===== config.mk =====
export PLATFORM = sky130hd
export DESIGN_NAME = core_if_ifu
export DESIGN_NICKNAME = d
export VERILOG_FILES = /design/src/rtl/core_if_ifu.sv
export SDC_FILE = /design/constraint.sdc
export NUM_CORES = 1
export LEC_CHECK = 0
export ABC_CLOCK_PERIOD_IN_PS = 3800
export CAP_MARGIN = 20
export CORE_ASPECT_RATIO = 0.75
export CORE_MARGIN = 8
export CORE_UTILIZATION = 50
export CTS_CLUSTER_SIZE = 40
export DETAILED_ROUTE_END_ITERATION = 8
export PLACE_DENSITY = 0.79
export SLEW_MARGIN = 0
export SYNTH_ARGS = -nofsm -noshare
export SYNTH_HDL_FRONTEND = slang
export SYNTH_SLANG_ARGS = --single-unit

===== constraint.sdc =====
create_clock -name clk -period 3.8 [get_ports clk]
set_input_delay 0.38 -clock clk [delete_from_list [all_inputs] [get_ports clk]]
set_output_delay 0.38 -clock clk [all_outputs]
set_load 0.01 [all_outputs]

===== src/rtl/core_if_ifu.sv =====
// Fetch stage: single-outstanding imem requests, static BTFN/JAL next-PC prediction, valid/ready output register.
// Latency: request in cycle N, response N+1, valid_out N+2; a request issues only when the output slot is free or draining.
module core_if_ifu #(
    parameter int              PC_W     = 32,
    parameter int              INST_W   = 32,
    parameter logic [PC_W-1:0] RESET_PC = PC_W'(32'h8000_0000)
) (
    input  logic              clk,
    input  logic              rst_n,
    input  logic              flush_req,
    input  logic [PC_W-1:0]   flush_pc,
    output logic              ifu_req_valid,
    input  logic              ifu_req_ready,
    output logic [PC_W-1:0]   ifu_req_addr,
    input  logic              ifu_rsp_valid,
    input  logic [INST_W-1:0] ifu_rsp_inst,
    output logic              valid_out,
    input  logic              ready_out,
    output logic [PC_W-1:0]   o_pc,
    output logic [INST_W-1:0] o_inst,
    output logic              o_branch_predict
);

    typedef enum logic [1:0] {S_REQ, S_WAIT, S_DROP} state_t;

    state_t              state_q;
    logic [PC_W-1:0]     pc_q;
    logic [PC_W-1:0]     req_pc_q;
    logic                valid_out_q;
    logic [PC_W-1:0]     o_pc_q;
    logic [INST_W-1:0]   o_inst_q;
    logic                o_bp_q;

    logic                pred_d;
    logic [PC_W-1:0]     imm_d;
    logic [PC_W-1:0]     next_pc_d;

    // Static prediction: JAL always taken, conditional branches taken only when backward.
    always_comb begin
        pred_d = 1'b0;
        imm_d  = '0;
        case (ifu_rsp_inst[6:0])
            7'b1101111: begin
                pred_d = 1'b1;
                imm_d  = {{(PC_W-21){ifu_rsp_inst[31]}}, ifu_rsp_inst[31], ifu_rsp_inst[19:12],
                          ifu_rsp_inst[20], ifu_rsp_inst[30:21], 1'b0};
            end
            7'b1100011: begin
                pred_d = ifu_rsp_inst[31];
                imm_d  = {{(PC_W-13){ifu_rsp_inst[31]}}, ifu_rsp_inst[31], ifu_rsp_inst[7],
                          ifu_rsp_inst[30:25], ifu_rsp_inst[11:8], 1'b0};
            end
            default: begin
                pred_d = 1'b0;
                imm_d  = '0;
            end
        endcase
        next_pc_d = req_pc_q + (pred_d ? imm_d : PC_W'(4));
    end

    assign ifu_req_valid = rst_n && (state_q == S_REQ) && !flush_req && (!valid_out_q || ready_out);
    assign ifu_req_addr  = pc_q;

    always_ff @(posedge clk or negedge rst_n) begin
        if (!rst_n) begin
            state_q     <= S_REQ;
            pc_q        <= RESET_PC;
            req_pc_q    <= RESET_PC;
            valid_out_q <= 1'b0;
            o_pc_q      <= '0;
            o_inst_q    <= INST_W'(32'h0000_0013);
            o_bp_q      <= 1'b0;
        end else if (flush_req) begin
            pc_q        <= flush_pc;
            valid_out_q <= 1'b0;
            // A request still in flight must have its response swallowed.
            case (state_q)
                S_WAIT:  state_q <= ifu_rsp_valid ? S_REQ : S_DROP;
                S_DROP:  state_q <= ifu_rsp_valid ? S_REQ : S_DROP;
                default: state_q <= S_REQ;
            endcase
        end else begin
            if (valid_out_q && ready_out) begin
                valid_out_q <= 1'b0;
            end
            case (state_q)
                S_REQ: begin
                    if (ifu_req_valid && ifu_req_ready) begin
                        req_pc_q <= pc_q;
                        state_q  <= S_WAIT;
                    end
                end
                S_WAIT: begin
                    if (ifu_rsp_valid) begin
                        o_pc_q      <= req_pc_q;
                        o_inst_q    <= ifu_rsp_inst;
                        o_bp_q      <= pred_d;
                        valid_out_q <= 1'b1;
                        pc_q        <= next_pc_d;
                        state_q     <= S_REQ;
                    end
                end
                S_DROP: begin
                    if (ifu_rsp_valid) begin
                        state_q <= S_REQ;
                    end
                end
                default: state_q <= S_REQ;
            endcase
        end
    end

    assign valid_out        = valid_out_q;
    assign o_pc             = o_pc_q;
    assign o_inst           = o_inst_q;
    assign o_branch_predict = o_bp_q;

endmodule


# Word level (Yosys, flattened, before mapping)
# Index checks and enable logic that the tools add are counted.
dict set report op_classes {
  bitwise_logic 1
  muxes 16
  n_eq_ne 6
  n_addsub 1
  reduce_logical 16
}
# op n
set op_table {}
lappend op_table {{$mux 32} 4}
lappend op_table {{$pmux 32 s2} 1}
lappend op_table {{$add 32x32->32} 1}
lappend op_table {{$eq 7x7->1 const B} 2}
lappend op_table {{$mux 2} 5}
lappend op_table {{$reduce_and 3->1} 2}
lappend op_table {{$logic_and 1x1->1} 5}
lappend op_table {{$mux 1} 4}
lappend op_table {{$pmux 2 s2} 1}
lappend op_table {{$reduce_and 2->1} 2}
lappend op_table {{$reduce_bool 2->1} 2}
lappend op_table {{$ne 3x1->1 const B} 1}
lappend op_table {{$ne 3x2->1 const B} 1}
lappend op_table {{$eq 2x1->1 const B} 1}
lappend op_table {{$eq 2x2->1 const B} 1}
lappend op_table {{$logic_not 1->1} 2}
lappend op_table {{$logic_not 2->1} 1}
lappend op_table {{$pmux 1 s2} 1}
lappend op_table {{$reduce_or 2->1} 1}
lappend op_table {{$logic_or 1x1->1} 1}
lappend op_table {{$not 1->1} 1}
dict set report totals {
  output_inout_bits 99
  inputBits 70
  register_bits 132
}

# Logic depth before layout (Yosys ltp)
# Gate-level depths: netlist (run 1).
dict set report logic_depth {
  ltp_word 8
  mapped_depth 17
  ltp_nobuf 15
}

# Least setup slack after synthesis (run 1)
# No wires, ideal clock.
dict set report synth_path {
  path_type {input -> register}
  from {input ifu_rsp_inst[6]}
  to {register pc_q[22] (netlist: ifu_req_addr[22])}
  stages 16
  t_required_ns 3.669
  n_path_buf 3
  setup_time_ns 0.131
  arrival_ns 3.318
  setup_slack_ns 0.351
  path_cell_list {nor2b_1 > nand2_1 > nor3_1 > clkbuf_1 > a22o_1 > ha_1 > buf_2 > a21oi_1 > o21ai_0 > a221oi_1 > o21ai_1 > a221o_1 > buf_2 > o31a_1 > xor2_1 > o21ai_1}
}
dict set report synth_between {
  elab_chain_len 7
}
# item line
set synth_lines {}
lappend synth_lines {{from (decl)} 16} ;# input logic [INST_W-1:0] ifu_rsp_inst,
lappend synth_lines {{$eq 7x7->1} 42} ;# case (ifu_rsp_inst[6:0])
lappend synth_lines {{$pmux 1 s2 or $pmux 32 s2 (tied branches)} 42}
lappend synth_lines {{$mux 32 *} 58} ;# next_pc_d = req_pc_q + (pred_d ? imm_d : PC_W'(4));
lappend synth_lines {{$add 32x32->32 *} 58}
lappend synth_lines {{$mux 32 *} 94} ;# if (ifu_rsp_valid) begin
lappend synth_lines {{$mux 32 *} 86} ;# case (state_q)
lappend synth_lines {{$mux 32 *} 73} ;# end else if (flush_req) begin
lappend synth_lines {{to (signal assigned)} 74} ;# pc_q <= flush_pc;
lappend synth_lines {{to (signal assigned)} 99} ;# pc_q <= next_pc_d;
lappend synth_lines {{to (decl)} 27} ;# logic [PC_W-1:0] pc_q;
# Mark *: on every way between the ends. The rest lies on a longest branch, timed or not. The select of a mux whose other input is x is not followed.
# A chain may end at the register's enable or synchronous reset.

# Final worst setup path (run 1)
dict set report layout_path {
  from {input ifu_rsp_inst[5]}
  to {register pc_q[29] (netlist: ifu_req_addr[29])}
}
# Same word-level chain as after synthesis.

==> qor.csv, run 1 <==
stage,metric,value,unit
clocking,cts_made_buffers,17,
synth,ys_top_cells_by_count,"242 x nand2_1, 127 x dfrtp_1, 40 x a21oi_1",
setup_path,crit_required,4.09,ns
power_and_ir_drop,combPwrFrac,0.299,
sta,setup_slack,0.213,ns
grt,overflow,0,
grt,grt_use_total,0.243,
synth,yosysUniqueCellTypes,55,
clocking,cts_setup_buffers,0,
detailed_routing,via_per_inst,5.50,
detailed_routing,route.vias.total,6227,
die,pin_count,169,
finish,insertedDiodeCount,0,
place,dp.cells,1099,
place,place_ws,-0.343,ns
clocking,cts_tree,done,
sta,worstMarginPinSlew,0.783,ns
detailed_routing,drc,0,
sta,period_needed,3.59,ns
power_and_ir_drop,vdd_ir_drop_max,0.000347,V
sta,fin_worst_skew,0.0105,ns
detailed_routing,ant_nets,0,
detailed_routing,drt_first_pass_iters,5,
power_and_ir_drop,power,5.70,mW
clocking,cts.clk_slew.worst_paths,0.06,ns
synth,ys_warn_count,0,
die,die_area,17600,sq um
power_and_ir_drop,switching_power,1.75,mW
place,gp_congestion,0.936,
setup_path,worstPathArrival,3.88,ns
die,die_w,150,um
synth,synth_top_area_frac,0.469,
place,port_buffers,168,
synth,syn_nets,833,
place,hpwl,14700,um
die,coreArea,13500,sq um
sta,drv_slew,0,
sta,fmax,279,MHz
synth,synth_edf_count,0,
power_and_ir_drop,power.leakage,4.62,nW
synth,yosysSeqAreaShare,0.488,
synth,synthCells,741,
power_and_ir_drop,power.internal,3.96,mW
grt,grt_max_degree,60,
synth,synth_most_common_cell,nand2_1,
detailed_routing,wl_per_cell,18.6,um
setup_path,critPathLaunch,ifu_rsp_inst[5],
power_and_ir_drop,p_per_area,590,nW/um^2
die,rows,37,
setup_path,cp-start-kind,primary input,
synth,async_flop_share,1.00,
synth,yosys.area.top_type,dfrtp_1,
finish,post-route-util,0.717,
status,status,"complete, no violations",
sta,finalHoldViolations,0,
sta,slew_headroom,0.477,
finish,nets,1036,
synth,syn-cell-area,6780,sq um
clocking,clk_latency,0.42,ns
grt,antenna_found_initial,0,
grt,grt_first_pass_wirelength,33500,um
sta,rsz0062_at_grt,false,
synth,dominantRegCellSynth,dfrtp_1,
sta,setup_viol,0,
setup_path,cp_slowest_cell,clkdlybuf4s50_1,
setup_path,slowest_delay,0.41,ns
clocking,root_buffer,clkbuf_16,
grt,grt_pass1_vias,6389,
power_and_ir_drop,seqPwrFrac,0.372,
min_path,hold_class,in2async,
setup_path,cp_cell_sequence,clkdlybuf4s50_1 > and3_1 > nand2_1 > nor3_4 > or2_2 > and2_1 > ha_1 > nor2_1 > o21ai_0 > nand3_1 > o31a_2 > a21o_1 > mux2_1 > xnor2_1 > mux2i_1 > o21ai_1,
setup_path,worstPathMaxFanout,7,
setup_path,critPathCapture,ifu_req_addr[29],
clocking,htree_levels,4,
power_and_ir_drop,clock_power_share,0.329,
finish,area_delta_synth_final,42.6,%
die,start_util,0.503,
finish,fin_cells,1132,
setup_path,criticalPathCategory,in2reg,
clocking,clockBufferDepth,2,
clocking,clock_sinks,132,
sta,fin_crit_sh,0.944,
setup_path,rr_worst_depth,11,
setup_path,end_kind,flop,
die,die_y,117,um
power_and_ir_drop,p_sw_frac,0.306,
detailed_routing,wl,21100,um
setup_path,r2r_slack,0.85,ns
setup_path,r2r-end,ifu_req_addr[29],
finish,drive_above_1_share,0.142,
job,max_cap_viol_count,0,
synth,ys_ff_latch,132,
detailed_routing,drtIter0Drc,545,
synth,syn_avg_cell_area,9.15,sq um
setup_path,reg2reg_from,req_pc_q[1],
synth,synthTopCellsByArea,"dfrtp_1 47%, nand2_1 13%, ha_1 3.9%",
## worst max-delay path: cells and delay by family
family	cells	cell delay (ns)
mux	2	0.53
buf+inv	1	0.41
xor+xnor	1	0.14
compound gates	4	0.93
fa+ha+maj	1	0.35
simple gates	7	1.13
## sequential cells by signal, indices dropped and copies added, names as in the netlist
signal and flops:
o_inst 32, o_branch_predict 1, state_q 2, o_pc 32, valid_out 1, ifu_req_addr 32
req_pc_q 32
## layout make-up
type	count	area, sq um
clock buffers	21	480
clock inverters	11	196
fillers	983	3810
inverters	7	26.3
multi-input cells	563	3340
flip-flops and latches	132	3310
well taps	175	219
repair buffers	223	2090
## through the flow
step           TNS (ns)  hold slack, ns  cell area, sq um
2_1_floorplan         0          0.0844              6780
3_3_place_gp      -2.24           0.294              8940
3_5_place_dp      -3.31           0.292              8940
4_1_cts               0           0.422              9630
5_1_grt               0           0.439              9660
6_report              0           0.420              9660
## power groups by stage
stage	registers, mW	clock network (mW)	logic [mW]
final	2.12	1.88	1.71
after global routing	2.16	1.95	1.85
after CTS	2.11	1.89	1.70
after detailed placement	2.12	0	1.67
after global placement	2.11	0	1.64
after floorplan	2.15	0	0.690
## how the worst min path moves through the flow
stage	endpoint	startpoint	slack, ns	cells after the start
after floorplan	ifu_req_addr[0]	rst_n	0.08	0
after global placement	o_inst[20]	rst_n	0.29	1
after detailed placement	o_inst[6]	rst_n	0.29	1
after CTS	o_inst[11]	rst_n	0.42	2
after global routing	o_inst[20]	rst_n	0.44	2
final	o_inst[20]	rst_n	0.42	2
## layer usage
| metal | track usage | vias up | wire length, um |
|---|---|---|---|
| li1 | - | 2915 | - |
| met1 | 0.331 | 3013 | 9590 |
| met2 | 0.380 | 279 | 9440 |
| met3 | 0.0642 | 20 | 1860 |
| met4 | 0.0578 | 0 | 177 |
| met5 | 0 | - | 0 |
## kinds of logic after synthesis
kind of cell / Yosys count / synth area share
AOI/OAI and AO/OA: 134 / 0.124
xor gates and xnor gates: 23 / 0.0297
adders and majority gates: 22 / 0.0417
buffers and inverters: 46 / 0.0260
DFF: 132 / 0.488
muxes: 48 / 0.0775
and+or+nand+nor: 336 / 0.213
## layout by cell type (no fill, tap or decap), types with 6 or more instances in the layout
cell type and count:
a21o_1 15, a21oi_1 40, and2_1 10, and3_1 9, buf_4 54, clkbuf_16 17, clkdlybuf4s50_1 166, dfrtp_1 127
ha_1 20, inv_1 7, mux2_1 14, mux2_2 22, mux2i_1 12, nand2_1 242, nand3_1 9, nand4_1 6
nor2_1 22, nor3_1 6, nor3b_1 8, o21ai_0 25, o21ai_1 20, xnor2_1 11, xor2_1 12
## repair_timing
item / CTS / global route
setup endpoints to repair: 0 / 13
gates resized for setup: 0 / 9
hold buffers: 1 / 0
endpoints found under the hold margin: 30 / 0
Note: power is estimated with default switching activity, not from simulation.
==> run 2: changes to the inputs <==
HOLD_SLACK_MARGIN = 0.12   (was default)
==> results of run 2 <==
No change in the layout: final DEF, timing and power equal those of run 1.
